$ cat src/rtl/sdram_probe_seq_pkg.sv
// SDRAM size probe: shared types, probe step table and cfg layout.
// Step data doubles as the compare value for the reads.
package sdram_probe_seq_pkg;

    typedef enum logic [1:0] {
        ST_IDLE,
        ST_PROBE,
        ST_CLEAR,
        ST_DONE
    } state_t;

    typedef enum logic [1:0] {
        PH_ISSUE,
        PH_GAP,
        PH_WAIT
    } phase_t;

    typedef struct packed {
        logic        wr;
        logic [26:0] addr;
        logic [15:0] data;
        logic [3:0]  bit_idx;
    } probe_step_t;

    localparam int PROBE_STEPS = 7;

    localparam int CFG_BANK0 = 0;
    localparam int CFG_BANK1 = 1;
    localparam int CFG_BANK2 = 2;
    localparam int CFG_DONE  = 15;

    function automatic probe_step_t probe_step(input logic [2:0] idx);
        probe_step_t s;
        s = '{wr: 1'b0, addr: '0, data: '0, bit_idx: '0};
        case (idx)
            3'd0: s = '{1'b1, 27'h4000000, 16'd3128, 4'd0};
            3'd1: s = '{1'b1, 27'h2000000, 16'd2064, 4'd0};
            3'd2: s = '{1'b1, 27'h0000000, 16'd1032, 4'd0};
            3'd3: s = '{1'b1, 27'h1000000, 16'd12345, 4'd0};
            3'd4: s = '{1'b0, 27'h4000000, 16'd3128, 4'(CFG_BANK2)};
            3'd5: s = '{1'b0, 27'h2000000, 16'd2064, 4'(CFG_BANK1)};
            3'd6: s = '{1'b0, 27'h0000000, 16'd1032, 4'(CFG_BANK0)};
            default: ;
        endcase
        return s;
    endfunction

    // Largest bank that read back correctly decides how far to clear.
    function automatic logic [26:0] clear_last(
        input logic b2,
        input logic b1,
        input logic b0
    );
        if (b2)      return 27'h7FFFFFF;
        else if (b1) return 27'h3FFFFFF;
        else if (b0) return 27'h1FFFFFF;
        else         return 27'h0FFFFFF;
    endfunction

endpackage

$ cat src/rtl/sdram_probe_seq.sv
// SDRAM size probe: write/readback aliasing test, then paced zero-fill
// of the detected range. One command in flight at a time.
module sdram_probe_seq
    import sdram_probe_seq_pkg::*;
#(
    parameter int ADDR_W = 27,
    parameter int PACE   = 32
) (
    input  logic              clk_sys,
    input  logic              reset_n,
    input  logic              start,
    input  logic              mem_ready,
    input  logic [15:0]       mem_dout,
    output logic [ADDR_W-1:0] mem_addr,
    output logic [15:0]       mem_din,
    output logic              mem_we,
    output logic              mem_rd,
    output logic [15:0]       cfg,
    output logic              busy,
    output logic              done
);

    state_t          state;
    phase_t          phase;
    logic [2:0]      step;
    logic [7:0]      pace_cnt;
    logic [ADDR_W:0] clr_addr;

    probe_step_t     cur;
    logic [26:0]     last_full;
    logic [ADDR_W:0] last_addr;
    logic            accept;
    logic            pace_ok;

    assign cur       = probe_step(step);
    assign last_full = clear_last(cfg[CFG_BANK2], cfg[CFG_BANK1],
                                  cfg[CFG_BANK0]);
    assign last_addr = {1'b0, last_full[ADDR_W-1:0]};
    assign accept    = start && (state == ST_IDLE || state == ST_DONE);
    assign pace_ok   = pace_cnt == 8'(PACE - 1);
    assign busy      = (state == ST_PROBE) || (state == ST_CLEAR);
    assign done      = state == ST_DONE;

    always_ff @(posedge clk_sys or negedge reset_n) begin
        if (!reset_n) begin
            state    <= ST_IDLE;
            phase    <= PH_ISSUE;
            step     <= '0;
            pace_cnt <= '0;
            clr_addr <= '0;
            cfg      <= '0;
            mem_addr <= '0;
            mem_din  <= '0;
            mem_we   <= 1'b0;
            mem_rd   <= 1'b0;
        end else begin
            mem_we <= 1'b0;
            mem_rd <= 1'b0;
            if (state == ST_CLEAR && !pace_ok)
                pace_cnt <= pace_cnt + 8'd1;
            if (accept) begin
                state <= ST_PROBE;
                phase <= PH_ISSUE;
                step  <= '0;
                cfg   <= '0;
            end else if (state == ST_PROBE) begin
                unique case (phase)
                    PH_ISSUE: if (mem_ready) begin
                        mem_addr <= cur.addr[ADDR_W-1:0];
                        if (cur.wr) mem_din <= cur.data;
                        mem_we <= cur.wr;
                        mem_rd <= !cur.wr;
                        phase  <= PH_GAP;
                    end
                    PH_GAP: phase <= PH_WAIT;
                    PH_WAIT: if (mem_ready) begin
                        phase <= PH_ISSUE;
                        if (!cur.wr)
                            cfg[cur.bit_idx] <= mem_dout == cur.data;
                        if (step == 3'(PROBE_STEPS - 1)) begin
                            cfg[CFG_DONE] <= 1'b1;
                            state    <= ST_CLEAR;
                            clr_addr <= '0;
                            pace_cnt <= '0;
                        end else begin
                            step <= step + 3'd1;
                        end
                    end
                    default: phase <= PH_ISSUE;
                endcase
            end else if (state == ST_CLEAR) begin
                unique case (phase)
                    PH_ISSUE: if (mem_ready && pace_ok) begin
                        mem_addr <= clr_addr[ADDR_W-1:0];
                        mem_din  <= '0;
                        mem_we   <= 1'b1;
                        pace_cnt <= '0;
                        phase    <= PH_GAP;
                    end
                    PH_GAP: phase <= PH_WAIT;
                    PH_WAIT: if (mem_ready) begin
                        phase <= PH_ISSUE;
                        // extra counter bit keeps the compare from wrapping
                        if (clr_addr == last_addr) state <= ST_DONE;
                        else clr_addr <= clr_addr + 1'b1;
                    end
                    default: phase <= PH_ISSUE;
                endcase
            end
        end
    end

endmodule

$ cat config.mk
export PLATFORM = sky130hd
export DESIGN_NAME = sdram_probe_seq
export DESIGN_NICKNAME = d
export VERILOG_FILES = /design/src/rtl/sdram_probe_seq_pkg.sv /design/src/rtl/sdram_probe_seq.sv
export SDC_FILE = /design/constraint.sdc
export NUM_CORES = 1
export LEC_CHECK = 0
export CAP_MARGIN = 25
export CORE_ASPECT_RATIO = 0.8
export CORE_MARGIN = 5
export CORE_UTILIZATION = 53
export DETAILED_ROUTE_END_ITERATION = 8
export PLACE_DENSITY_LB_ADDON = 0.15
export RECOVER_POWER = 25
export SLEW_MARGIN = 25
export SYNTH_ARGS = -nofsm -noshare
export SYNTH_HDL_FRONTEND = slang
export SYNTH_SLANG_ARGS = --single-unit
$ cat constraint.sdc
create_clock -name clk_sys -period 3.17 [get_ports clk_sys]
set_input_delay 0.7925 -clock clk_sys [delete_from_list [all_inputs] [get_ports clk_sys]]
set_output_delay 0.7925 -clock clk_sys [all_outputs]
set_load 0.01 [all_outputs]
## Word-level counts from Yosys, hierarchy flattened

Index checks and enable logic that the tools add are counted.

- Flip-flop bits (word level): 104
- Logic and storage cells: 146
- Input port bits: 20
- Output and inout bits: 63

- $lt $le $gt $ge: 2
- Equality and inequality tests: 27
- Add/subtract/negate cells: 3
- Bitwise logic cells: 1
- Multiplexer cells: 76
- Reduce and logical (&&, ||, !) cells: 26

Operators with widths:

| cell | number |
|---|---|
| 48-bit case mux with 7 select lines | 1 |
| 28-bit 2-to-1 mux | 8 |
| 16-bit 2-to-1 mux | 12 |
| 27-bit 2-to-1 mux | 7 |
| 8-bit 2-to-1 mux | 9 |
| 2-bit 2-to-1 mux | 15 |
| 28-bit by 1-bit adder with 28-bit output (second input constant) | 1 |
| 28-bit by 27-bit equality test with 1-bit output | 1 |
| 26-bit 2-to-1 mux | 1 |
| 25-bit 2-to-1 mux | 1 |
| 16-bit bitwise mux | 1 |
| 16-bit equality test | 1 |
| 3-bit 2-to-1 mux | 5 |
| 1-bit 2-to-1 mux | 13 |
| 2-bit case mux with 3 select lines | 2 |
| 4-bit AND reduction | 3 |
| 6-bit AND reduction | 2 |
| 2-bit != test (second input constant) | 5 |
| 2-bit nonzero test | 5 |
| 3-bit equality test (second input constant) | 3 |
| 8-bit by 1-bit adder with 8-bit output (second input constant) | 1 |
| 8-bit by 5-bit equality test with 1-bit output (second input constant) | 1 |
| 4-bit != test (second input constant) | 2 |
| 7-bit AND reduction | 1 |
| other kinds (21) | 34 |

## Depth between registers and ports, before layout

Gate-level depths: netlist of the first run.

- Word-level depth: 13
- Depth in mapped cells: 11
- Depth with buffers taken out: 8

## Worst setup path before layout of the first run

OpenSTA, ideal clock, no wires.

- Path type: flip-flop to flip-flop
- Start point: register step[0]
- End point: register cfg[1]
- Arrival: 2.248 ns
- Setup slack: 0.812 ns
- Stages on the path, launching flop included: 10
- Clock period less this slack: 2.358 ns
- Path buffers: 1
- Library setup time: 0.110 ns
- Path through: dfrtp_1 -> ha_1 -> ha_1 -> clkbuf_1 -> nor4_1 -> o21ai_0 -> o21ai_0 -> nand4_1 -> or4_1 -> o41ai_1

- Word-level cells in the longest chain between the ends: 12

Ends and longest elaborated chain:

| what | line | RTL |
|---|---|---|
| from (decl) | sdram_probe_seq.sv:25 | `logic [2:0] step;` |
| from (signal assigned) | sdram_probe_seq.sv:86 | `step <= step + 3'd1;` |
| 3-bit equality test, or another cell as far along | sdram_probe_seq_pkg.sv:35 | `case (idx)` |
| 48-bit case mux with 7 select lines (*) | sdram_probe_seq_pkg.sv:35 |  |
| 4-bit by 5-bit less-than comparator with 1-bit output (not written as such) or 4-bit by 1-bit greater-or-equal comparator with 1-bit output (tied branches) | sdram_probe_seq.sv:79 | `cfg[cur.bit_idx] <= mem_dout == cur.data;` |
| 1-bit logical AND (not written as such) | sdram_probe_seq.sv:79 |  |
| 1-bit 2-to-1 mux (not written as such) | sdram_probe_seq.sv:79 |  |
| 1-bit demux with 4-bit select | sdram_probe_seq.sv:79 |  |
| 16-bit bitwise mux | sdram_probe_seq.sv:79 |  |
| 16-bit 2-to-1 mux | sdram_probe_seq.sv:78 | `if (!cur.wr)` |
| 16-bit 2-to-1 mux | sdram_probe_seq.sv:76 | `PH_WAIT: if (mem_ready) begin` |
| 16-bit 2-to-1 mux | sdram_probe_seq.sv:67 | `unique case (phase)` |
| 16-bit 2-to-1 mux | sdram_probe_seq.sv:66 | `end else if (state == ST_PROBE) begin` |
| 16-bit 2-to-1 mux | sdram_probe_seq.sv:61 | `if (accept) begin` |
| to (signal, indexed assignment) | sdram_probe_seq.sv:79 |  |
| to (decl) | sdram_probe_seq.sv:18 | `output logic [15:0] cfg,` |

Mark *: on every way between the ends. The rest lies on a longest branch, timed or not. The select of a mux whose other input is x is not followed.
A chain may end at the register's enable or synchronous reset.

## Worst setup path in the final report of the first run

- Start point: register clr_addr[0]
- End point: register clr_addr[12]

- Word-level cells in the longest chain between the ends: 6

Ends and longest elaborated chain:

| what | line | RTL |
|---|---|---|
| from (decl) | sdram_probe_seq.sv:27 | `logic [ADDR_W:0] clr_addr;` |
| from (signal assigned) | sdram_probe_seq.sv:105 | `else clr_addr <= clr_addr + 1'b1;` |
| 28-bit by 1-bit adder with 28-bit output | sdram_probe_seq.sv:105 |  |
| 28-bit 2-to-1 mux | sdram_probe_seq.sv:104 | `if (clr_addr == last_addr) state <= ST_DONE;` |
| 28-bit 2-to-1 mux | sdram_probe_seq.sv:101 | `PH_WAIT: if (mem_ready) begin` |
| 28-bit 2-to-1 mux | sdram_probe_seq.sv:92 | `unique case (phase)` |
| 28-bit 2-to-1 mux | sdram_probe_seq.sv:91 | `end else if (state == ST_CLEAR) begin` |
| 28-bit 2-to-1 mux | sdram_probe_seq.sv:66 |  |

Several ways; a longest one is shown, not always the timed one. The select of a mux whose other input is x is not followed.

==> results of run 1 <==
-- per-layer routing --
metal | GRT usage | vias to the layer above
met3 | 0.0453 | 13
met2 | 0.308 | 124
met4 | 0.0623 | 0
met1 | 0.306 | 1804
met5 | 0 | -
li1 | - | 1851
-- synth_stat cells (2+ instances only) --
master	instances
a21oi_1	20
o21ai_1	4
nand3b_1	2
dfrtp_1	83
nor2b_1	3
a211oi_1	2
xnor2_1	4
mux2i_1	9
nor4_1	8
o2111ai_1	3
and2_1	3
o21a_1	3
nor3b_1	2
and4_1	3
clkbuf_1	17
nand2_1	60
inv_1	20
or3_1	10
a31oi_1	3
ha_1	13
or2b_1	4
nand4_1	8
o31ai_1	4
o21ai_2	2
xor2_1	12
nor3_1	6
or4_1	7
buf_4	21
o211ai_1	10
o311ai_0	3
nand2b_1	20
nand3_1	12
nor2_1	29
and3_1	6
o31a_1	3
o21ai_0	51
or4b_2	2
buf_2	3
nor4_2	2
o41ai_1	4
-- per-stage QoR --
step | instance area (um^2) | total power, W
floorplan | 4680 | 0.00232
global placement | 5280 | 0.00276
detailed placement | 5280 | 0.00280
CTS | 5450 | 0.00351
global route | 5450 | 0.00373
finish | 5450 | 0.00348
-- tightest hold or removal path: cells and delay by family, from the launching register on --
kind	cells	cell delay, ns
flops	1	0.35
simple gates	1	0.05
compound gates	1	0.05
-- logic make-up after synthesis --
kind of cell / Yosys count / synth area share
AND/OR/NAND/NOR: 197 / 0.234
AO/OA/AOI/OAI: 118 / 0.157
flip-flops: 83 / 0.450
buffers and inverters: 63 / 0.0732
XOR/XNOR: 16 / 0.0304
adder cells (fa/ha/maj): 13 / 0.0352
multiplexers: 9 / 0.0195
other: 1 / 0.000812
-- registers in the layout, summed over array words and instances (netlist names) --
| register | count |
|---|---|
| clr_addr | 28 |
| phase | 2 |
| pace_cnt | 8 |
| state | 2 |
| step | 3 |
| mem_din | 6 |
| mem_rd | 1 |
| mem_addr | 27 |
| mem_we | 1 |
| cfg | 5 |
-- worst paths after layout --
path | to | slack, ns | cells after the start
max in group asynchronous | mem_din[3]$_DFFE_PN0P_ | 0.89 | 1
hold / removal | mem_addr[15]$_DFFE_PN0P_ | 0.48 | 2
setup / recovery | clr_addr[12]$_DFFE_PN0P_ | 0.43 | 7
min in group asynchronous | mem_addr[13]$_DFFE_PN0P_ | 1.05 | 1
setup reg to reg | clr_addr[12]$_DFFE_PN0P_ | 0.43 | 7
hold reg to reg | mem_addr[15]$_DFFE_PN0P_ | 0.48 | 2
-- power by group through the flow --
| stage | Sequential [W] | Clock [W] | Combinational, W |
|---|---|---|---|
| detailed placement | 0.00143 | 0 | 0.00138 |
| finish | 0.00140 | 0.000704 | 0.00137 |
| CTS | 0.00140 | 0.000718 | 0.00138 |
| global route | 0.00143 | 0.000765 | 0.00153 |
| floorplan | 0.00142 | 0 | 0.000904 |
| global placement | 0.00141 | 0 | 0.00135 |
-- cell type report --
cell class / count / share of cell area
Multi-Input combinational cell: 372 / 0.418
Sequential cell: 83 / 0.381
Timing Repair Buffer: 72 / 0.129
Tap cell: 112 / 0.0257
Clock buffer: 10 / 0.0234
Inverter: 20 / 0.0138
Clock inverter: 6 / 0.00896
==> metrics.yaml, run 1 <==
mostFrequentLayoutCells: "dfrtp_1, clkdlybuf4s50_1, nand2_1"
fin_skew_ns: 0.00999
whs_ns: 0.479
num_io_pins: 83
powerDensity_nw_per_um2: 639
p_seq_frac: 0.403
numCtsBuffers: 9
pwr-share-clk: 0.202
min_path_type: "reg -> reg"
cp_max_fo: 20
worst_slack_ns: 0.433
hold_viol_final: 0
crit_type: "reg -> reg"
maxSlewHeadroom: -0.433
synth_top_area_cell: "dfrtp_1"
critPathCaptureType: "flip-flop"
final_cell_count_no_fill: 675
cts_setup_buffers: 0
coreArea_um2: 8480
drive_gt1_frac: 0.0693
grt_overflow: 0
p_switching_w: 0.00137
drt-initial-drc-count: 349
fillers: 721
yosys_register_bits: 83
insertion_delay_ns: 0.36
violations: "max-capacitance violations, max-slew violations"
dr.pass1.iters: 5
initial_core_util: 0.544
crit_path_top_delay_cell: "o21ai_2"
remaining_drc_errors: 0
wl_per_cell_um: 15.9
leakage_nw: 2.27
syn_inst: 500
root_buffer: "clkbuf_8"
h-tree-depth: 3
routabilityCongestion: 0.871
synthTopCellsByArea: "dfrtp_1, o21ai_0, nand2_1"
reg2reg_from: "clr_addr[0]$_DFFE_PN0P_"
crit_chain: "ha_1, nand3_1, or2_1, or4b_4, o21ai_2, nor4_1, o21a_1"
row_count: 30
hpwl_um: 7860
grt_pass1_wl_um: 17900
p_int_w: 0.00211
ys.flop_type: "dfrtp_1"
diodes: 0
die-area_um2: 10700
cp.arrival_ns: 2.99
multi_input_area_um2: 2270
post-place-cells: 659
required_ns: 3.42
synth_top_area_share: 0.450
area_delta_synth_final_pct: 18.0
cp_top_family: "simple AND/OR/NAND/NOR gates"
synth_edf_count: 0
swShare: 0.395
cts-hold-fix-buffers: 0
grt_max_degree: 55
timing.fmax_mhz: 365
drv_cap: 1
post-place-ws_ns: 0.266
dr.max_layer_used: "met4"
synthArstFlopShare: 1.00
dieWidth_um: 114
outcome: "finished with violations"
finalWirelength_um: 10700
synth.avg_cell_area_um2: 9.23
antenna_found_initial: 0
cts_sinks: 83
via_per_inst: 5.62
yosys_warnings: 0
slowest_delay_ns: 0.61
wl_met3_um: 674
netlist_area_um2: 4620
crit_buf_inv: 0
layout_commonest_cell: "dfrtp_1"
start_kind: "flip-flop"
tightest_slew_ns: 2.15
grt_usage: 0.208
cts_tree: "done"
yosys.cell_types.count: 59
clockBufferDepth: 2
combPwrFrac: 0.395
final.min_clock_period_ns: 2.74
die_h_um: 93.5
met2_length_um: 4780
vias: 3792
grt_pass1_vias: 3618
ys_seq_area_frac: 0.450
final.setup.tns_ns: 0
fin_crit_sh: 0.863
ant_nets: 0
slew_violations: 40
setup_violations: 0
rsz0062_at_grt: "false"
vdd_ir_drop_max_mv: 0.343
nets: 591
min-delay-start: "mem_addr[15]$_DFFE_PN0P_"
final_core_util: 0.642
wirelength_met1_um: 5140
crit_start: "clr_addr[0]$_DFFE_PN0P_"
clk_pin_slew_ns: 0.08
cts_resized: 0
final-seq-area_um2: 2080
portBuffers: 63
Power figures use the tool's default switching activity.
==> run 2: changes to the inputs <==
- SKIP_CTS_REPAIR_TIMING: not set -> 1
==> results of run 2 <==
Final layout, timing and power as in run 1 (identical DEF).
==> run 3: changes to the inputs <==
- CORE_UTILIZATION: 53 -> 64
- DONT_BUFFER_PORTS: not set -> 1
- MAX_ROUTING_LAYER: not set -> met4
==> metrics.yaml, run 3 (same netlist as run 1, synthesis figures left out) <==
rsz0062_at_grt: "false"
worst_slack_ns: 0.542  # +0.109 ns
post-place-ws_ns: 0.583  # +0.317 ns
drive_gt1_frac: 0.0726  # +0.00331
leakage_nw: 2.07  # -9.0%
grt_overflow: 0  # unchanged
mostFrequentLayoutCells: "dfrtp_1, nand2_1, o21ai_0"
final.min_clock_period_ns: 2.63  # -0.109 ns
dr.pass1.iters: 5  # unchanged
r2r_slack_ns: 0.54  # +0.11 ns
cts_tree: "done"
grt_pass1_vias: 3300  # -8.8%
routabilityCongestion: 0.859  # -1.4%
root_buffer: "clkbuf_8"
r2r_end: "cfg[3]$_DFFE_PN0P_"
hpwl_um: 6610  # -16%
fin_skew_ns: 0.00644  # -0.00355 ns
clockBufferDepth: 2  # unchanged
wl_per_cell_um: 16.2  # +2.2%
final_core_util: 0.692  # +0.0498
outcome: "complete, no violations"
grt_max_degree: 84  # +53%
slowest_delay_ns: 0.62  # about the same
finalWirelength_um: 9450  # -12%
numCtsBuffers: 9  # unchanged
reg_top3: "clr_addr: 28 flops, mem_addr: 27 flops, pace_cnt: 8 flops"
portBuffers: 0  # -100%
h-tree-depth: 3  # unchanged
cp_max_fo: 14  # -30%
cts_sinks: 83  # unchanged
min_path_type: "in -> async"
clk_pin_slew_ns: 0.08  # about the same
num_io_pins: 83  # unchanged
antenna_found_initial: 0  # unchanged
nets: 526  # -11%
area_delta_synth_final_pct: 4.34
initial_core_util: 0.663  # +0.119
powerDensity_nw_per_um2: 716  # +12%
crit_type: "reg -> reg"
met3_usage: 0.0549  # +0.00965
row_count: 27  # -10%
top_register: "clr_addr"
insertion_delay_ns: 0.36  # about the same
drt-initial-drc-count: 213  # -39%
diodes: 0  # unchanged
coreArea_um2: 6960  # -18%
crit_buf_inv: 1  # +1
drv_cap: 0  # -1
remaining_drc_errors: 0  # unchanged
setup_violations: 0  # unchanged
largest_reg_flops: 28  # unchanged
vdd_ir_drop_max_mv: 0.356  # +3.8%
crit_start: "step[0]$_DFFE_PN0P_"
grt_usage: 0.220  # +0.0114
final.setup.tns_ns: 0  # unchanged
met2_usage: 0.337  # +0.0296
ant_nets: 0  # unchanged
dieWidth_um: 105  # -8.2%
cp_top_family: "simple AND/OR/NAND/NOR gates"
start_kind: "flip-flop"
reg2regPathDepth: 8  # +1
maxSlewHeadroom: 0.448  # +0.880
cp.arrival_ns: 2.87  # -0.12 ns
timing.fmax_mhz: 381  # +4.2%
tightest_slew_ns: 0.821  # -1.33 ns
gr-usage-met1: 0.298  # -0.00759
vias: 3567  # -5.9%
crit_path_top_delay_cell: "or4_1"
required_ns: 3.41  # about the same
grt_pass1_wl_um: 16100  # -9.9%
critPathCaptureType: "flip-flop"
hold_viol_final: 0  # unchanged
layout_commonest_cell: "dfrtp_1"
slew_violations: 0  # -100%
via_per_inst: 6.12  # +8.9%
busiest_layer: "met2"
fin_crit_sh: 0.829  # -0.0345
crit_chain: "inv_1, ha_1, nor3_1, nor2_1, nor3b_2, a21oi_1, or4_1, o41ai_1"
fillers: 548  # -24%
reg2reg_from: "step[0]$_DFFE_PN0P_"
die_h_um: 86.0  # -8.0%
die-area_um2: 9020  # -16%
[run 3: changes by cell type in the layout (fill, tap and decap cells not counted), sizes merged, moves of 2 or more]
| cell | previous run | this run |
|---|---|---|
| buf | 9 | 7 |
| clkinvlp | 3 | 0 |
| bufinv | 0 | 3 |
| clkdlybuf4s50 | 62 | 0 |
| inv | 22 | 20 |
| clkbuf | 11 | 9 |
[run 3: worst max-delay path by stage]
stage / end / slack [ns] / cells after the start
finish: cfg[3]$_DFFE_PN0P_ / 0.54 / 8
global route: cfg[3]$_DFFE_PN0P_ / 0.25 / 8
CTS: cfg[3]$_DFFE_PN0P_ / 0.52 / 8
detailed placement: cfg[3]$_DFFE_PN0P_ / 0.58 / 8
global placement: cfg[1]$_DFFE_PN0P_ / 0.65 / 8
floorplan: cfg[1]$_DFFE_PN0P_ / 0.81 / 9
[run 3: stage by stage]
step	hold WS, ns	instance area (um^2)	cells	power (W)
after CTS	0.109	4820	583	0.00347
after detailed placement	0.499	4590	569	0.00258
after floorplan	0.497	4680	518	0.00232
after global routing	0.101	4820	583	0.00368
final	0.123	4820	583	0.00345
after global placement	0.499	4590	569	0.00254
[run 3: final cells by class]
type | count | area, um^2 | share of cell area
multi-input combinational | 372 | 2270 | 0.472
clock buffer | 9 | 124 | 0.0257
timing repair buffer | 7 | 52.6 | 0.0109
sequential | 83 | 2080 | 0.431
clock inverter | 5 | 104 | 0.0216
inverter | 20 | 75.1 | 0.0156
tap | 87 | 109 | 0.0226
[run 3: per-layer routing]
| layer | routed length [um] | up-vias |
|---|---|---|
| met2 | 4390 | 129 |
| met1 | 4380 | 1712 |
| met4 | 36 | 0 |
| met3 | 645 | 5 |
| li1 | - | 1721 |
| met5 | 0 | - |
[run 3: power breakdown]
| group | leakage [nW] | internal [W] | total (W) | switching, W |
|---|---|---|---|---|
| clock | 0.115 | 0.000514 | 0.000881 | 0.000367 |
| sequential | 1.12 | 0.00124 | 0.00145 | 0.000210 |
| combinational | 0.836 | 0.000414 | 0.00112 | 0.000705 |
